`src/rtl/div_pkg.sv`:
```
// ============================================================================
//  Module : div_pkg
//  Shared widths, FSM state encodings and handshake constants for the divider.
//  Revision: 1.0 - initial release
// ============================================================================
`default_nettype none

package div_pkg;

  localparam int RegBus       = 32;
  localparam int DoubleRegBus = 64;

  typedef enum logic [1:0] {
    DivFree   = 2'b00,
    DivByZero = 2'b01,
    DivOn     = 2'b10,
    DivEnd    = 2'b11
  } div_state_e;

  localparam logic DivResultReady    = 1'b1;
  localparam logic DivResultNotReady = 1'b0;
  localparam logic DivStart          = 1'b1;
  localparam logic DivStop           = 1'b0;

  function automatic logic [RegBus-1:0] negate(input logic [RegBus-1:0] v);
    return ~v + {{(RegBus-1){1'b0}}, 1'b1};
  endfunction

endpackage

`default_nettype wire

```
`src/rtl/div_step.sv`:
```
// ============================================================================
//  Module : div_step
//  One radix-2 restoring iteration on the 65-bit {rem, quo} working register.
//  Revision: 1.0 - initial release
// ============================================================================
`default_nettype none

module div_step
  import div_pkg::*;
(
  input  logic [64:0]       work_i,
  input  logic [RegBus-1:0] divisor_i,
  output logic [64:0]       work_o
);

  logic [33:0] w_rem;
  logic [33:0] w_diff;

  // Shifted remainder carries one guard bit so the borrow is unambiguous.
  assign w_rem  = {work_i[64:32], work_i[31]};
  assign w_diff = w_rem - {2'b00, divisor_i};

  assign work_o = w_diff[33] ? {work_i[63:0], 1'b0}
                             : {w_diff[32:0], work_i[30:0], 1'b1};

endmodule

`default_nettype wire

```
`src/rtl/div.sv`:
```
// ============================================================================
//  Module : div
//  Multi-cycle 32-bit signed/unsigned divider, result {remainder, quotient}.
//  Optional macro DIV_ZERO_EXC_EN adds the div_zero_o exception flag.
//  Revision: 1.0 - initial release
// ============================================================================
`default_nettype none

module div
  import div_pkg::*;
(
  input  logic                    clk,
  input  logic                    rst,
  input  logic                    signed_div_i,
  input  logic [RegBus-1:0]       opdata1_i,
  input  logic [RegBus-1:0]       opdata2_i,
  input  logic                    start_i,
  input  logic                    annul_i,
  output logic [DoubleRegBus-1:0] result_o,
  output logic                    ready_o
`ifdef DIV_ZERO_EXC_EN
  ,
  output logic                    div_zero_o
`endif
);

  div_state_e              r_state, w_state;
  logic [5:0]              r_cnt, w_cnt;
  logic [64:0]             r_work, w_work;
  logic [RegBus-1:0]       r_divisor, w_divisor;
  logic                    r_sign1, w_sign1;
  logic                    r_sign2, w_sign2;
  logic [DoubleRegBus-1:0] r_result, w_result;
  logic                    r_ready, w_ready;
  logic                    r_div_zero, w_div_zero;
  logic [64:0]             w_step;
  logic [RegBus-1:0]       w_quo_fix, w_rem_fix;
  logic                    w_neg1, w_neg2;

  div_step u_step (
    .work_i    (r_work),
    .divisor_i (r_divisor),
    .work_o    (w_step)
  );

  assign w_neg1 = signed_div_i & opdata1_i[RegBus-1];
  assign w_neg2 = signed_div_i & opdata2_i[RegBus-1];

  // Sign fix-up on the final iteration's output; min/-1 wraps naturally.
  assign w_quo_fix = (r_sign1 ^ r_sign2) ? negate(w_step[31:0])  : w_step[31:0];
  assign w_rem_fix = r_sign1             ? negate(w_step[63:32]) : w_step[63:32];

  always_comb begin
    w_state    = r_state;
    w_cnt      = r_cnt;
    w_work     = r_work;
    w_divisor  = r_divisor;
    w_sign1    = r_sign1;
    w_sign2    = r_sign2;
    w_result   = r_result;
    w_ready    = r_ready;
    w_div_zero = r_div_zero;
    if (annul_i) begin
      w_state    = DivFree;
      w_cnt      = 6'd0;
      w_result   = '0;
      w_ready    = DivResultNotReady;
      w_div_zero = 1'b0;
    end else begin
      unique case (r_state)
        DivFree: begin
          w_result = '0;
          w_ready  = DivResultNotReady;
          if (start_i == DivStart) begin
            if (opdata2_i == '0) begin
              w_state    = DivByZero;
              w_div_zero = 1'b1;
            end else begin
              w_state   = DivOn;
              w_cnt     = 6'd0;
              w_sign1   = w_neg1;
              w_sign2   = w_neg2;
              w_work    = {33'd0, (w_neg1 ? negate(opdata1_i) : opdata1_i)};
              w_divisor = w_neg2 ? negate(opdata2_i) : opdata2_i;
            end
          end
        end
        DivByZero: begin
          w_state  = DivEnd;
          w_result = '0;
          w_ready  = DivResultReady;
        end
        DivOn: begin
          w_work = w_step;
          w_cnt  = r_cnt + 6'd1;
          if (r_cnt == 6'd31) begin
            w_state  = DivEnd;
            w_result = {w_rem_fix, w_quo_fix};
            w_ready  = DivResultReady;
          end
        end
        DivEnd: begin
          if (start_i == DivStop) begin
            w_state    = DivFree;
            w_result   = '0;
            w_ready    = DivResultNotReady;
            w_div_zero = 1'b0;
          end
        end
        default: w_state = DivFree;
      endcase
    end
  end

  always_ff @(posedge clk or negedge rst) begin
    if (!rst) begin
      r_state    <= DivFree;
      r_cnt      <= 6'd0;
      r_work     <= '0;
      r_divisor  <= '0;
      r_sign1    <= 1'b0;
      r_sign2    <= 1'b0;
      r_result   <= '0;
      r_ready    <= DivResultNotReady;
      r_div_zero <= 1'b0;
    end else begin
      r_state    <= w_state;
      r_cnt      <= w_cnt;
      r_work     <= w_work;
      r_divisor  <= w_divisor;
      r_sign1    <= w_sign1;
      r_sign2    <= w_sign2;
      r_result   <= w_result;
      r_ready    <= w_ready;
      r_div_zero <= w_div_zero;
    end
  end

  assign result_o = r_result;
  assign ready_o  = r_ready;

`ifdef DIV_ZERO_EXC_EN
  assign div_zero_o = r_div_zero;
`else
  logic w_unused;
  assign w_unused = r_div_zero;
`endif

endmodule

`default_nettype wire

```
`config.mk`:
```
export PLATFORM = sky130hd
export DESIGN_NAME = div
export DESIGN_NICKNAME = d
export VERILOG_FILES = /design/src/rtl/div_pkg.sv /design/src/rtl/div_step.sv /design/src/rtl/div.sv
export SDC_FILE = /design/constraint.sdc
export NUM_CORES = 1
export LEC_CHECK = 0
export CAP_MARGIN = 40
export CORE_MARGIN = 4
export CORE_UTILIZATION = 35
export DETAILED_ROUTE_END_ITERATION = 7
export SLEW_MARGIN = 10
export SYNTH_ARGS = -nofsm -noshare
export SYNTH_HDL_FRONTEND = slang
export SYNTH_SLANG_ARGS = --single-unit
```
`constraint.sdc`:
```
create_clock -name clk -period 5.9 [get_ports clk]
set_input_delay 0.59 -clock clk [delete_from_list [all_inputs] [get_ports clk]]
set_output_delay 0.59 -clock clk [all_outputs]
set_load 0.03 [all_outputs]
```
# Word level (Yosys, flattened, before mapping)
# Cells that the tools add are included.
# classes
add_sub_neg	6
eq_ne	10
mux	26
bitwise_logic	9
reduce_logical	10
# op_table
cell	count
$mux 65	3
$mux 64	3
$pmux 64 s3	1
$pmux 65 s2	1
$add 32x1->32 const B	4
$mux 32	4
$not 32->32	4
$sub 34x32->34	1
$logic_not 32->1	1
$mux 6	3
$ne 3x3->1 const B	4
$pmux 6 s2	1
$mux 2	5
$pmux 2 s4	1
$reduce_and 4->1	2
$add 6x1->6 const B	1
$eq 6x5->1 const B	1
$reduce_and 3->1	2
$eq 2x2->1 const B	2
$ne 2x2->1 const B	2
$pmux 1 s4	1
$mux 1	3
$reduce_bool 3->1	1
$and 1x1->1	2
7 further kinds	8
# word_totals
ff_bits	172
inputBits	69
out_inout_bits	65
word_cells	69

# Logic depth before layout (Yosys ltp)
# depth
depth_word	8
ltp_mapped	21
depth_no_buf	18

# Cells and area by module
# From an unflattened synthesis, not the netlist that was laid out.
# unflattened
hier_cells	1382
area_unflattened_um2	12303.0
# modules_own_cells
mod	n_inst	cells_per_inst	area_per_inst_um2	seq_area_each_um2
div	1	1045	9857.0	4304.1
div_step	1	337	2446.1	0.0

# Worst setup path before layout
# Ideal clock, no wire load.
# synth_timing
kind	register to register
from	register r_work[47]
to	register r_result[58] (netlist: result_o[58])
setup_ns	0.121
t_arrival_ns	4.307
t_required_ns	5.779
slack_ns	1.472
path_stages_with_launch	20
n_path_buf	3
synth_period_minus_slack_ns	4.428
path_cell_list	dfrtp_1 ha_1 buf_2 a21oi_1 o21ai_0 a21o_1 o311a_1 a211oi_2 inv_2 buf_2 buf_1 mux2i_1 ha_1 nand3b_1 nor4b_1 a41o_1 and3_1 a31oi_1 xnor2_1 a22o_1
# synth_via
elab_chain_len	8
# synth_lines
element	line	rtl
start, declared	div.sv:29	logic [64:0] r_work, w_work;
start signal, assigned	div.sv:129	r_work <= w_work;
$sub 34x32->34	div_step.sv:21	assign w_diff = w_rem - {2'b00, divisor_i};
$mux 65 (*)	div_step.sv:23	assign work_o = w_diff[33] ? {work_i[63:0], 1'b0}
$not 32->32	div_pkg.sv:26	return ~v + {{(RegBus-1){1'b0}}, 1'b1};
$add 32x1->32	div_pkg.sv:26	
$mux 32 (*)	div.sv:51	assign w_rem_fix = r_sign1 ? negate(w_step[63:32]) : w_step[63:32];
$mux 64 (*)	div.sv:96	if (r_cnt == 6'd31) begin
$pmux 64 s3 (*)	div.sv:70	unique case (r_state)
$mux 64 (*)	div.sv:63	if (annul_i) begin
end signal, assigned	div.sv:133	r_result <= w_result;
end, declared	div.sv:33	logic [DoubleRegBus-1:0] r_result, w_result;
# Every way passes the cells marked *; elsewhere a longest branch is shown, timed or not. The select of a mux whose other input is x is not followed.
# A chain may end at the register's enable or synchronous reset.

# Final worst setup path
# layout_timing
from	register r_work[57]
to	register r_result[58] (netlist: result_o[58])
# The elaborated chain is that of the path after synthesis.

==> run metrics <==
outcome=completed; FP Rows=68; post-route ant nets=0; placed cells=between 2000 and 2500; most frequent cells in the layout=207 x nand2_1, 189 x o21ai_0, 172 x dfrtp_1; Num CTS Buffers=17; Initial Utilization=35.47%; largest net degree at the start of global routing=slightly above 80; GR peak layer=met2; routing usage on met1=26.15%; top cell type's share of synthesized area=around a third; Setup TNS=0 ns; CTS resizes=0; non-filler cells, final=between 2000 and 2500; WL per Instance=approximately 17 um; HPWL after DPL=about 28 mm; I/O Pins=roughly 130; ant diodes=0; Area Growth Syn to Fin=18.87%; IO buf count=around 130; GRT Util Overall=a little under a fifth; Period minus WS final=about 5.2 ns; commonest non-fill, non-tap cell in the layout=nand2_1; Final Hold Fails=0; met3 Track Usage GR=2.105%; WS Path Type=flip-flop to flip-flop; EDFF count, synth=0; Pleak=about 6 nW; Max IR drop VDD=approximately 0.00024 V; Final Cycle Share=87.76%; vias in the first global route=between 10000 and 15000; GR Layer Usage met2=a little under a third; HP Class=flip-flop to flip-flop; Synth area leader=dfrtp_1; Clock Latency Late Sink=about 0.44 ns; crit path launch type=flip-flop; predominant post-synthesis flop cell=dfrtp_1; Slew @ Worst Pin=~0.91 ns; die extent in y=195.1 um; gpl congestion=0.8656; Ys Warns=0; nets=about 1700; Power Total=6.105 mW; slew margin rel.=between 30% and 40%; CTS root buffer=clkbuf_16; Max Cap Viol=0; first-pass iteration count of the detailed router=5; sequential fraction of the synthesis area=35.13%; clock skew=0.01647 ns; Congestion Overflow GR=0; post-synthesis async set-or-reset flop share=between 90% and 100%; clock sinks=roughly 170; Worst-path clk slew=~0.07 ns; DIE AREA=0.03806 mm2; Vias/cell=between 5 and 6; post-layout util=between 40% and 50%; drt total wl=~36 mm; H-tree levels=4; Post-CTS Hold Buffers=1; fillcell total=between 3000 and 4000; DRC=0; Arr. time, crit path=around 5.5 ns; clk buf depth=2; worst-path maximum fanout=8; Worst EP required=approximately 6.2 ns; layout cell share with drive strength beyond 1=4.534%; RSZ-0062 raised after global routing=false; post-CTS setup buffers=0; post-synth cell types=80; core region area=between 0.03 and 0.04 mm2; TritonCTS clock tree=yes; first-pass GRT wire length=between 50 and 60 mm; Slew Viols, Final=0; synthesized area per cell=between 8 and 9 um2; Die W=between 150 and 200 um; via count=between 10000 and 15000; Post-Syn Area=0.01225 mm2; Setup Viol. Count Final=0; fmax=just under 0.2 GHz; initial antenna violation count=1; Syn Nets=between 1500 and 2000; Synth Register Bits=between 150 and 200; 1st-iter DRT viols=842; pwr dens=419.2 mW/mm2; Synth area leaders=dfrtp_1 35%, o21ai_0 7.7%, nand2_1 6.3%; Syn Inst Count=~1500; critical path endpoint category=flip-flop
-- synth_stat cells, types with 5 or more instances --
library cell and instances:
nand2_1 207, o21ai_0 189, dfrtp_1 172, a21oi_1 144, nor2_1 140, xnor2_1 77
xor2_1 58, inv_1 54, clkbuf_1 42, ha_1 40, nor3_1 33, o31ai_1 28
or3_1 28, mux2i_1 22, buf_2 16, nand3_1 16, and2_1 14, o21a_1 14
nor4_1 13, nand4_1 11, o21ai_1 11, a31oi_1 10, a21o_1 9, a22o_1 9
nand2b_1 9, o211ai_1 9, and3_1 8, buf_6 8, nor2b_1 8, o41ai_1 8
or4_1 8, and4_1 6, nand3b_1 6, nand4b_1 6, a21boi_0 5, buf_4 5
clkbuf_2 5, nor3b_1 5, or2_2 5
-- worst paths after layout --
| check | cells after the start | slack (ns) | end | from |
|---|---|---|---|---|
| worst max-delay path | 16 | 0.72 | result_o[58]$_DFFE_PN0P_ | r_work[57]$_DFFE_PN0P_ |
| worst min-delay path | 1 | 0.47 | r_cnt[5]$_DFFE_PN0P_ | r_cnt[5]$_DFFE_PN0P_ |
| worst max register to register | 16 | 0.72 | result_o[58]$_DFFE_PN0P_ | r_work[57]$_DFFE_PN0P_ |
| worst min register to register | 1 | 0.47 | r_cnt[5]$_DFFE_PN0P_ | r_cnt[5]$_DFFE_PN0P_ |
| max in group asynchronous | 4 | 4.09 | r_work[51]$_DFFE_PN0P_ | rst |
| min in group asynchronous | 2 | 0.56 | result_o[24]$_DFFE_PN0P_ | rst |
-- flip-flops by register name, summed over array words and instances (netlist names) --
register,cells
ready_o,1
r_sign2,1
r_work,65
r_sign1,1
r_state,2
r_divisor,32
r_cnt,6
result_o,64
-- routing by layer --
| metal | vias to the layer above | share of wire [%] | routed length [um] |
|---|---|---|---|
| li1 | 5580 | - | - |
| met1 | 5433 | 47 | 17010 |
| met2 | 257 | 47 | 16930 |
| met3 | 57 | 3.3 | 1214 |
| met4 | 0 | 3.3 | 1214 |
| met5 | - | 0 | 0 |
-- power breakdown --
part	total [mW]	internal (mW)	switching, mW
clock network	1.20	0.654	0.541
registers	1.78	1.50	0.278
logic	3.13	1.16	1.97
total	6.11	3.31	2.79
-- layout make-up --
cell class                 instances  area, um2  area share [%]
inverter                          56      210.2           1.443
tap                              455      569.3           3.909
multi-input combinational       1221       7357           50.52
clock inverter                    14      173.9           1.194
clock buffer                      18      439.2           3.015
sequential                       172       4304           29.55
timing repair buffer             151       1510           10.37
-- through the flow --
step	hold slack [ns]	area (um2)	worst slack [ns]
3_3_place_gp	0.4609	13900	1.212
4_1_cts	0.4748	14560	0.8414
3_5_place_dp	0.4580	13940	0.8882
6_report	0.4707	14560	0.7220
5_1_grt	0.5135	14560	0.4772
2_1_floorplan	0.2944	12250	1.472
-- cell families (layout without fill, tap and decap cells) --
logic type / after synthesis / after routing / synth area share (%)
xor+xnor: 135 / 135 / 9.651
buf+inv: 135 / 239 / 4.994
flops: 172 / 172 / 35.13
fa+ha+maj: 41 / 41 / 4.248
compound gates: 483 / 483 / 23.26
mux: 23 / 23 / 1.889
simple gates: 539 / 539 / 20.82
-- worst max-delay path, cell delays in order, from the launching register on --
cell,delay (ns)
dfrtp_1,0.42
ha_1,0.42
a21oi_1,0.17
o21ai_0,0.12
a2111oi_0,0.85
a21boi_0,0.34
a211oi_4,0.33
inv_2,0.11
mux2i_1,0.27
ha_1,0.31
nand3b_1,0.17
nor4b_1,0.47
a41o_1,0.35
and3_1,0.24
a31oi_1,0.12
xnor2_1,0.17
a22o_1,0.20
No activity file was read; power rests on OpenSTA's default activity.
